[config.mk]
export PLATFORM = sky130hd
export DESIGN_NAME = instruction_fetch_unit
export DESIGN_NICKNAME = d
export VERILOG_FILES = /design/src/rtl/instruction_fetch_unit.sv
export SDC_FILE = /design/constraint.sdc
export NUM_CORES = 1
export LEC_CHECK = 0
export CORE_AREA = 2 2 137 139
export CTS_BUF_LIST = sky130_fd_sc_hd__clkbuf_8
export CTS_CLUSTER_DIAMETER = 30
export DETAILED_ROUTE_END_ITERATION = 16
export DIE_AREA = 0 0 139 141
export PLACE_DENSITY = 0.82
export SYNTH_ARGS = -nofsm -noshare
export SYNTH_HDL_FRONTEND = slang
export SYNTH_SLANG_ARGS = --single-unit
[constraint.sdc]
create_clock -name clk -period 2.8 [get_ports clk]
set_input_delay 0.28 -clock clk [delete_from_list [all_inputs] [get_ports clk]]
set_output_delay 0.28 -clock clk [all_outputs]
set_load 0.05 [all_outputs]
[src/rtl/instruction_fetch_unit.sv]
// Fetch stage: PC, one-word-per-cycle imem handshake, one-entry stall buffer, branch redirect/flush.
// Optional `define IF_PERF_COUNT_EN adds fetchCount/stallCount performance counters.
module instruction_fetch_unit #(
    parameter logic [31:0] RESET_VECTOR = 32'h0000_0000,
    parameter logic [31:0] NOP_WORD     = 32'h0000_0000
) (
    input  logic        clk,
    input  logic        resetN,
    input  logic        stall,
    input  logic        branchTaken,
    input  logic [31:0] branchTarget,
    output logic        imemRead,
    output logic [31:0] imemAddr,
    input  logic        imemReady,
    input  logic [31:0] imemData,
    output logic [31:0] programCounterOut,
    output logic [31:0] instruction,
`ifdef IF_PERF_COUNT_EN
    output logic [31:0] fetchCount,
    output logic [31:0] stallCount,
`endif
    output logic        instructionValid
);

    typedef enum logic [1:0] {
        ST_FETCH   = 2'd0,
        ST_HOLD    = 2'd1,
        ST_DISCARD = 2'd2
    } state_t;

    state_t      state_r, state_s;
    logic [31:0] pc_r, pc_s;
    logic [31:0] hold_buf_r, hold_buf_s;
    logic [31:0] pending_r, pending_s;
    logic [31:0] addr_r, addr_s;
    logic        read_r, read_s;
    logic [31:0] pc_out_r, pc_out_s;
    logic [31:0] instr_r, instr_s;
    logic        valid_r, valid_s;
    logic [31:0] target_s;

    assign target_s = branchTarget & 32'hFFFF_FFFC;

    // Next-state and next-output decode; branch redirect always wins over stall.
    always_comb begin
        state_s    = state_r;
        pc_s       = pc_r;
        hold_buf_s = hold_buf_r;
        pending_s  = pending_r;
        pc_out_s   = pc_out_r;
        instr_s    = instr_r;
        valid_s    = valid_r;
        case (state_r)
            ST_FETCH: begin
                if (branchTaken) begin
                    instr_s = NOP_WORD;
                    valid_s = 1'b0;
                    if (imemReady) begin
                        pc_s = target_s;
                    end else begin
                        pending_s = target_s;
                        state_s   = ST_DISCARD;
                    end
                end else if (imemReady) begin
                    pc_s = pc_r + 32'd4;
                    if (!stall) begin
                        instr_s  = imemData;
                        pc_out_s = pc_r + 32'd4;
                        valid_s  = 1'b1;
                    end else begin
                        hold_buf_s = imemData;
                        state_s    = ST_HOLD;
                    end
                end else if (!stall) begin
                    instr_s = NOP_WORD;
                    valid_s = 1'b0;
                end else begin
                    state_s = ST_FETCH;
                end
            end
            ST_HOLD: begin
                if (branchTaken) begin
                    instr_s = NOP_WORD;
                    valid_s = 1'b0;
                    pc_s    = target_s;
                    state_s = ST_FETCH;
                end else if (!stall) begin
                    // pc already advanced past the buffered word, so it is that word's PC+4
                    instr_s  = hold_buf_r;
                    pc_out_s = pc_r;
                    valid_s  = 1'b1;
                    state_s  = ST_FETCH;
                end else begin
                    state_s = ST_HOLD;
                end
            end
            ST_DISCARD: begin
                if (branchTaken) begin
                    instr_s   = NOP_WORD;
                    valid_s   = 1'b0;
                    pending_s = target_s;
                    if (imemReady) begin
                        pc_s    = target_s;
                        state_s = ST_FETCH;
                    end else begin
                        state_s = ST_DISCARD;
                    end
                end else begin
                    if (imemReady) begin
                        pc_s    = pending_r;
                        state_s = ST_FETCH;
                    end else begin
                        state_s = ST_DISCARD;
                    end
                    if (!stall) begin
                        instr_s = NOP_WORD;
                        valid_s = 1'b0;
                    end else begin
                        valid_s = valid_r;
                    end
                end
            end
            default: begin
                state_s = ST_FETCH;
                pc_s    = RESET_VECTOR;
                instr_s = NOP_WORD;
                valid_s = 1'b0;
            end
        endcase
        read_s = (state_s != ST_HOLD);
        // The request address stays parked while a word sits in the hold buffer.
        if (state_s == ST_HOLD) begin
            addr_s = addr_r;
        end else begin
            addr_s = pc_s;
        end
    end

    // Fetch state, PC and registered decode-side outputs.
    always_ff @(posedge clk or negedge resetN) begin
        if (!resetN) begin
            state_r    <= ST_FETCH;
            pc_r       <= RESET_VECTOR;
            hold_buf_r <= NOP_WORD;
            pending_r  <= RESET_VECTOR;
            addr_r     <= RESET_VECTOR;
            read_r     <= 1'b0;
            pc_out_r   <= 32'd0;
            instr_r    <= NOP_WORD;
            valid_r    <= 1'b0;
        end else begin
            state_r    <= state_s;
            pc_r       <= pc_s;
            hold_buf_r <= hold_buf_s;
            pending_r  <= pending_s;
            addr_r     <= addr_s;
            read_r     <= read_s;
            pc_out_r   <= pc_out_s;
            instr_r    <= instr_s;
            valid_r    <= valid_s;
        end
    end

    assign imemRead          = read_r;
    assign imemAddr          = addr_r;
    assign programCounterOut = pc_out_r;
    assign instruction       = instr_r;
    assign instructionValid  = valid_r;

`ifdef IF_PERF_COUNT_EN
    logic [31:0] fetch_cnt_r;
    logic [31:0] stall_cnt_r;
    logic        fetch_inc_s;

    // A fresh delivery only happens on an unstalled, unredirected cycle that produces a valid word.
    assign fetch_inc_s = valid_s && !stall && !branchTaken;

    // Wrapping performance counters.
    always_ff @(posedge clk or negedge resetN) begin
        if (!resetN) begin
            fetch_cnt_r <= 32'd0;
            stall_cnt_r <= 32'd0;
        end else begin
            fetch_cnt_r <= fetch_inc_s ? fetch_cnt_r + 32'd1 : fetch_cnt_r;
            stall_cnt_r <= stall ? stall_cnt_r + 32'd1 : stall_cnt_r;
        end
    end

    assign fetchCount = fetch_cnt_r;
    assign stallCount = stall_cnt_r;
`endif

endmodule

==> reports/metrics.csv <==
metric,value,unit
status,"complete, no violations",
drtIter0Drc,823,
die_y,141,µm
synthArstFlopShare,100,%
r2r_cells,7,
drv_slew,0,
hold_violations,0,
synth_edf_count,0,
avgRoutedWirePerCell,19.4,µm
synth_area_per_cell,10.5,µm²
crit_path_end_kind,flop,
areaGrowthSynthToFinish,26.3,%
arrival,2.90,ns
finalSetupViolCount,0,
io_buffers,164,
drc_errors,0,
crit_buf_inv,1,
fin_crit,2.48,ns
final_nets,1096,
cp.depth,7,
ys_top_cells_by_area,"dfrtp_1, mux2_2, o21ai_0",
vias,7787,
numCtsBuffers,17,
cp_slowest_cell,dfrtp_1,
dieWidth,139,µm
worstSetupPathType,reg -> reg,
fillers,1500,
drive_above_1_share,14.9,%
ys_seq_elements,194,
p_leak,4.72,nW
yosysTopAreaCell,dfrtp_1,
path_cells,"ha_1, nand3_1, or2_0, buf_4, o32a_1, o22ai_1, a22o_1",
tightest_slew,0.747,ns
synthTopCellsByCount,"dfrtp_1, nand2_1, o21ai_0",
io_pins,167,
yosys_most_used_dff,dfrtp_1,
path_clk_slew,0.10,ns
ir_drop,0.378,mV
maxCapViolations,0,
synth.net_count,948,
placedCellCount,1240,
initial_core_util,50.6,%
synthCells,878,
yosysTopAreaCellShare,52.5,%
p_total,0.00801,W
slowest_delay,0.50,ns
cp-start-kind,flop,
fmax,403,MHz
ys_seq_area_share,52.5,%
clock_sink_count,194,
core,0.0183,mm²
wl,24800,µm
yosys_warnings,0,
grtUsageTotal,25.5,%
hpwl,17200,µm
dr.pass1.iters,6,
skew,0.0122,ns
cts_tree,yes,
overflow,0,
grt_pass1_vias,7585,
synth.most_common_cell,dfrtp_1,
clk_latency,0.48,ns
viasPerCell,6.11,
period_share,88.5,%
relSlewSlack,49.5,%
syn_area,0.00924,mm²
critical_path.top_delay_family,compound AO/OA/AOI/OAI gates,
postLayoutCellArea,0.0117,mm²
htreeDepth,4,
fin_cells,1274,
gp_congestion,0.934,
crit_required,3.22,ns
grt_pass1_wl,39800,µm
cp_max_fo,9,
dieArea,0.0196,mm²
fin_setup_tns,0,ns
synthDistinctLibCells,64,
hold-worst-slack,0.355,ns
rows,50,
cts_max_path_buffers,2,
antenna_found_initial,1,
cts_root_buf,clkbuf_8,
rsz0062_at_grt,no,
cts-resized-gates,0,
hold_class,in -> async,
place_area,0.0113,mm²
p_per_area,686,mW/mm²
grt_max_degree,70,
postRouteAntennaNets,0,
## final cells by class
type	count	area [µm²]	share of cell area (%)
Sequential cell	194	4850	41.6
Multi-Input combinational cell	596	4040	34.6
Timing Repair Buffer	211	2060	17.7
Tap cell	234	293	2.51
Clock buffer	18	248	2.12
Clock inverter	14	144	1.23
Inverter	6	22.5	0.193
Antenna cell	1	2.50	0.0214
## cell families (layout without fill, tap and decap cells)
group / Yosys count / in the layout / synth area share (%)
adder cells (fa/ha/maj): 1 / 1 / 0.135
flip-flops: 194 / 194 / 52.5
buffers and inverters: 88 / 249 / 4.13
multiplexers: 66 / 66 / 8.03
other: 0 / 1 / 0
AO/OA/AOI/OAI: 240 / 240 / 17.6
AND/OR/NAND/NOR: 249 / 249 / 13.8
XOR/XNOR: 40 / 40 / 3.79
## per-stage QoR
stage	utilization, %	worst slack, ns
after global routing	63.9	0.241
after floorplan	-	0.657
after CTS	63.9	0.347
final	63.9	0.321
after detailed placement	61.7	0.328
after global placement	61.7	0.369
## cell usage in the layout, fill, tap and decap left out, types with 4 or more instances in the layout
| cell | netlist | layout |
|---|---|---|
| a21boi_0 | 4 | 4 |
| o221ai_1 | 9 | 9 |
| a222oi_1 | 9 | 9 |
| buf_4 | 3 | 41 |
| buf_12 | 0 | 5 |
| xor2_1 | 17 | 17 |
| nand3b_1 | 10 | 10 |
| nand4_1 | 17 | 17 |
| xnor2_1 | 23 | 23 |
| and4_1 | 5 | 5 |
| nand2_1 | 110 | 110 |
| inv_6 | 0 | 4 |
| and3_1 | 4 | 4 |
| clkbuf_8 | 0 | 19 |
| nor2b_1 | 6 | 6 |
| nor3_1 | 16 | 16 |
| nand3_1 | 18 | 18 |
| inv_1 | 6 | 6 |
| o21ai_0 | 84 | 84 |
| a21oi_1 | 18 | 17 |
| mux2_2 | 65 | 65 |
| clkdlybuf4s50_1 | 0 | 163 |
| nor4_1 | 9 | 9 |
| clkinv_4 | 0 | 5 |
| a22o_1 | 20 | 20 |
| nor2_1 | 25 | 25 |
| a22oi_1 | 48 | 48 |
| nand4b_1 | 5 | 5 |
| a211o_1 | 4 | 4 |
| a31oi_1 | 10 | 10 |
| dfrtp_1 | 194 | 194 |
| a221oi_1 | 4 | 4 |
## state kept, by name (all words and copies together), names as in the netlist, 2 cells and up
register	cells
state_r	2
pc_r	32
programCounterOut	32
imemAddr	32
instruction	32
hold_buf_r	32
pending_r	30
## what timing repair did
action	in CTS	in global routing
hold buffers	1	0
buffers inserted	0	0
endpoints found under the setup margin	0	0
hold endpoints to repair	65	0
## report_power, final
part           switching [W]  total (W)  internal [W]
Sequential          0.000428    0.00372       0.00329
Combinational        0.00150    0.00247      0.000967
Clock                0.00106    0.00182      0.000756
## per-layer routing
layer | part of all wire [%] | track usage, % | vias up
met5 | 0 | 0 | -
met1 | 41 | 33.0 | 3858
met4 | 2.9 | 9.89 | 0
met2 | 47 | 41.0 | 343
met3 | 8.5 | 7.47 | 58
li1 | - | - | 3528
## path summary, 6_finish.rpt
kind | startpoint | endpoint | slack, ns
max | pc_r[2]$_DFF_PN0_ | imemAddr[20]$_DFFE_PN0P_ | 0.32
min | resetN | programCounterOut[6]$_DFFE_PN0P_ | 0.36
max reg2reg | pc_r[2]$_DFF_PN0_ | imemAddr[20]$_DFFE_PN0P_ | 0.32
min reg2reg | programCounterOut[21]$_DFFE_PN0P_ | programCounterOut[21]$_DFFE_PN0P_ | 0.49
max in group asynchronous | resetN | pending_r[23]$_DFFE_PN0P_ | 1.65
min in group clk | branchTarget[26] | pending_r[26]$_DFFE_PN0P_ | 0.44
Power figures use the tool's default switching activity.
